### config.mk
export PLATFORM = sky130hd
export DESIGN_NAME = sc_point_register
export DESIGN_NICKNAME = d
export VERILOG_FILES = /design/src/rtl/sc_point_register.sv
export SDC_FILE = /design/constraint.sdc
export NUM_CORES = 1
export LEC_CHECK = 0
export CAP_MARGIN = 25
export CORE_AREA = 2 2 67 43
export CTS_CLUSTER_DIAMETER = 60
export DETAILED_ROUTE_END_ITERATION = 10
export DIE_AREA = 0 0 69 45
export GPL_ROUTABILITY_DRIVEN = 1
export PLACE_DENSITY = 0.79
export SYNTH_ARGS = -nofsm -noshare
export SYNTH_HDL_FRONTEND = slang
export SYNTH_SLANG_ARGS = --single-unit
### constraint.sdc
create_clock -name SC_STATEMACHINEPOINT_CLOCK_50 -period 3.9 [get_ports SC_STATEMACHINEPOINT_CLOCK_50]
set_input_delay 0.78 -clock SC_STATEMACHINEPOINT_CLOCK_50 [delete_from_list [all_inputs] [get_ports SC_STATEMACHINEPOINT_CLOCK_50]]
set_output_delay 0.78 -clock SC_STATEMACHINEPOINT_CLOCK_50 [all_outputs]
set_load 0.1 [all_outputs]
### src/rtl/sc_point_register.sv
// Cursor position register for an 8x8 grid: row index plus one-hot column,
// with saturating row moves, rotating column shifts and an effective-move counter.
module sc_point_register #(
    parameter logic [7:0] RESET_COL = 8'b00010000
) (
    input  logic       SC_STATEMACHINEPOINT_CLOCK_50,
    input  logic       SC_STATEMACHINEPOINT_RESET_InHigh,
    input  logic       clear_InLow,
    input  logic       load0_InLow,
    input  logic       load1_InLow,
    input  logic [1:0] shiftselection_In,
    output logic [2:0] pointRow_Out,
    output logic [7:0] pointCol_Out,
    output logic       bottomsidecomparator_OutLow,
    output logic       topsidecomparator_OutLow,
    output logic       moved_Out,
    output logic [7:0] moveCount_Out
);

    logic [2:0] row_q, row_d;
    logic [7:0] col_q, col_d;
    logic [7:0] count_q, count_d;
    logic       moved_q, moved_d;
    logic       col_onehot;
    logic       move;

    assign col_onehot = (col_q != 8'd0) && ((col_q & (col_q - 8'd1)) == 8'd0);

    always_comb begin
        row_d   = row_q;
        col_d   = col_q;
        count_d = count_q;
        move    = 1'b0;
        if (!clear_InLow) begin
            row_d   = 3'd0;
            col_d   = RESET_COL;
            count_d = 8'd0;
        end else if (!load0_InLow) begin
            if (row_q != 3'd0) begin
                row_d = row_q - 3'd1;
                move  = 1'b1;
            end
        end else if (!load1_InLow) begin
            if (row_q != 3'd7) begin
                row_d = row_q + 3'd1;
                move  = 1'b1;
            end
        end else if (shiftselection_In == 2'b01) begin
            col_d = {col_q[6:0], col_q[7]};
            move  = 1'b1;
        end else if (shiftselection_In == 2'b10) begin
            col_d = {col_q[0], col_q[7:1]};
            move  = 1'b1;
        end
        // A corrupted column is repaired regardless of the command taken.
        if (!col_onehot)
            col_d = RESET_COL;
        if (move)
            count_d = count_d + 8'd1;
        moved_d = move;
    end

    always_ff @(posedge SC_STATEMACHINEPOINT_CLOCK_50 or posedge SC_STATEMACHINEPOINT_RESET_InHigh) begin
        if (SC_STATEMACHINEPOINT_RESET_InHigh) begin
            row_q   <= 3'd0;
            col_q   <= RESET_COL;
            count_q <= 8'd0;
            moved_q <= 1'b0;
        end else begin
            row_q   <= row_d;
            col_q   <= col_d;
            count_q <= count_d;
            moved_q <= moved_d;
        end
    end

    assign pointRow_Out                = row_q;
    assign pointCol_Out                = col_q;
    assign moveCount_Out               = count_q;
    assign moved_Out                   = moved_q;
    assign bottomsidecomparator_OutLow = (row_q != 3'd7);
    assign topsidecomparator_OutLow    = (row_q != 3'd0);

endmodule

==> flow_metrics.env <==
export IMPL_core_sq_mm=0.00245
export IMPL_synth_top_cell_area_share=0.376
export IMPL_start_util=0.516
export IMPL_period_minus_slack_ns=2.92
export IMPL_muxShareOfSynthArea=0.119
export IMPL_status="complete, no violations"
export IMPL_syn_nets=145
export IMPL_crit_reg2reg_launch="pointCol_Out[0]$_DFFE_PP0P_"
export IMPL_dr_pass1_iters=4
export IMPL_rsz0062_at_grt="no"
export IMPL_routedWlPerCell_um=15.2
export IMPL_reg2reg_to="pointCol_Out[4]$_DFFE_PP1P_"
export IMPL_setup_violations=0
export IMPL_cp_buffers_inverters=2
export IMPL_grt_pass1_vias=1096
export IMPL_crit_start="pointRow_Out[2]$_DFFE_PP0P_"
export IMPL_slowest_delay_ns=0.97
export IMPL_worst_pin_slew_ns=0.983
export IMPL_maxCapViolations=0
export IMPL_path_cells="nor3_1 > inv_1 > clkdlybuf4s50_1"
export IMPL_fin_util=0.658
export IMPL_path_clk_slew_ns=0.07
export IMPL_cts_sinks=20
export IMPL_setup_tns_final_ns=0
export IMPL_synth_ff_type="dfrtp_1"
export IMPL_root_buffer="clkbuf_8"
export IMPL_finalHoldViolations=0
export IMPL_grt_pass1_wl_um=5060
export IMPL_hold_class="reg2reg"
export IMPL_crit_fanout=11
export IMPL_dp_hpwl_um=2120
export IMPL_final_common_cell="clkdlybuf4s50_1"
export IMPL_criticalPathCategory="reg2out"
export IMPL_via_per_inst=5.89
export IMPL_yosysSeqAreaShare=0.397
export IMPL_grt_total_usage=0.208
export IMPL_port_buffers=28
export IMPL_yosys_warnings=0
export IMPL_grt_ovfl_total=0
export IMPL_p_leak_nw=0.679
export IMPL_synth_top_family_by_area="simple AND/OR/NAND/NOR gates"
export IMPL_holdCritStartpoint="moveCount_Out[7]$_DFF_PP0_"
export IMPL_gp_congestion=0.825
export IMPL_cts_max_path_buffers=2
export IMPL_slew_headroom=0.343
export IMPL_synth_simple_area_share=0.257
export IMPL_num_rows=14
export IMPL_grt_max_degree=21
export IMPL_synth_area_sq_mm=0.00126
export IMPL_whs_ns=0.557
export IMPL_crit_path_start_kind="flip-flop"
export IMPL_p_per_area_mw_per_mm2=379
export IMPL_ys_top_cells_by_area="dfrtp_1 38%, mux2i_1 12%, nand2b_1 4.0%"
export IMPL_synth_seq_cells=20
export IMPL_die_w_um=69
export IMPL_synth_xor_area_share=0.00692
export IMPL_drt_initial_drc_count=103
export IMPL_remaining_drc_errors=0
export IMPL_synthCells=135
export IMPL_yosys_area_top_type="dfrtp_1"
export IMPL_ctsResizeCount=0
export IMPL_final_nets=171
export IMPL_worstHoldEndpoint="moveCount_Out[7]$_DFF_PP0_"
export IMPL_ff2ff_path_depth=4
export IMPL_synth_compound_area_frac=0.149
export IMPL_synth_avg_cell_area_sq_um=9.37
export IMPL_slowest_stage="clkdlybuf4s50_1"
export IMPL_synth_edff_count=0
export IMPL_required_ns=3.12
export IMPL_fin_crit_sh=0.748
export IMPL_synth_async_reset_ratio=1.00
export IMPL_max_freq_mhz=343
export IMPL_layout_common_cells="28 x clkdlybuf4s50_1, 19 x dfrtp_1, 15 x mux2i_1"
export IMPL_syn2layout_area_growth_pct=27.6
export IMPL_worstPathArrival_ns=2.14
export IMPL_wl_um=2910
export IMPL_ant_nets=0
export IMPL_antenna_found_initial=0
export IMPL_peakVddDrop_mv=0.285
export IMPL_cp_depth=3
export IMPL_cts_hold_buffers=0
export IMPL_diodes=0
export IMPL_postCtsSetupRepairBufs=0
export IMPL_drive_above_1_share=0.0563
export IMPL_synthAdderAreaFrac=0.0356
export IMPL_crit_path_end_kind="output port"
export IMPL_cts_tree="done"
export IMPL_timing_final_max_slew_violations=0
export IMPL_route_vias_total=1131
export IMPL_r2r_setup_slack_ns=2.04
export IMPL_cts_made_buffers=3
export IMPL_cp_top_family="buffers and inverters"
export IMPL_clk_latency_ns=0.26
export IMPL_dieArea_sq_mm=0.00311
export IMPL_htreeDepth=1
export IMPL_fp_dieH_um=45
export IMPL_ios=29
export IMPL_synth_cell_types=40
export IMPL_hold_depth=2
export IMPL_skew_ns=0.00244
-- layer usage --
metal  up-vias  share of wire  GRT usage
met5         -              0          0
met1       551           0.47      0.281
li1        540              -          -
met4         0          0.018     0.0784
met3         8          0.042     0.0357
met2        32           0.47      0.344
-- how the worst max path moves through the flow --
stage / to / slack, ns
2_1_floorplan: bottomsidecomparator_OutLow / 1.08
3_3_place_gp: topsidecomparator_OutLow / 1.26
3_5_place_dp: pointCol_Out[4]$_DFFE_PP1P_ / 1.23
4_1_cts: topsidecomparator_OutLow / 0.97
5_1_grt: topsidecomparator_OutLow / 0.83
6_report: topsidecomparator_OutLow / 0.98
-- registers in the layout, indices dropped and copies added (netlist names) --
| register | flops |
|---|---|
| moveCount_Out | 8 |
| pointCol_Out | 8 |
| pointRow_Out | 3 |
| moved_Out | 1 |
-- worst reg2reg max path, delay by kind of cell (launching register included) --
| family | cells | cell delay, ns |
|---|---|---|
| and+or+nand+nor | 1 | 0.60 |
| AOI/OAI and AO/OA | 3 | 0.73 |
| DFF | 1 | 0.46 |
-- synth_stat cells (3+ instances only) --
cell type and n:
dfrtp_1 19, clkbuf_1 7, nand2_1 9, a21oi_1 9, and3_1 3, nor3_1 8, nor2_1 10, and2_1 4
mux2i_1 15, nand2b_1 8, nor3b_1 3, inv_1 5
-- logic make-up (layout without fill, tap and decap cells) --
group	after synthesis	count (layout)
buffers and inverters	12	37
xor gates and xnor gates	1	1
adders and majority gates	3	3
AOI/OAI and AO/OA	26	26
and+or+nand+nor	58	58
DFF	20	20
muxes	15	15
-- stage by stage --
| stage | cells | total power [mW] | setup WS [ns] | instance area [sq um] |
|---|---|---|---|---|
| after floorplan | 135 | 0.404 | 1.08 | 1260 |
| after global placement | 188 | 0.450 | 1.26 | 1560 |
| after global routing | 192 | 0.639 | 0.831 | 1610 |
| final | 192 | 0.612 | 0.983 | 1610 |
| after CTS | 192 | 0.617 | 0.972 | 1610 |
| after detailed placement | 188 | 0.454 | 1.23 | 1560 |
-- layout make-up --
type / count / area (sq um)
tap: 32 / 40.0
sequential: 20 / 502
inverter: 5 / 18.8
clock buffer: 4 / 55.1
timing repair buffer: 28 / 280
fill: 215 / 838
multi-input combinational: 103 / 718
-- report_power, final --
group          total [mW]  switching, mW  internal [mW]
Sequential          0.238         0.0194          0.218
Combinational       0.212          0.154         0.0577
Clock               0.163         0.0729         0.0900
Total               0.612          0.246          0.366
Note: power is estimated with default switching activity, not from simulation.
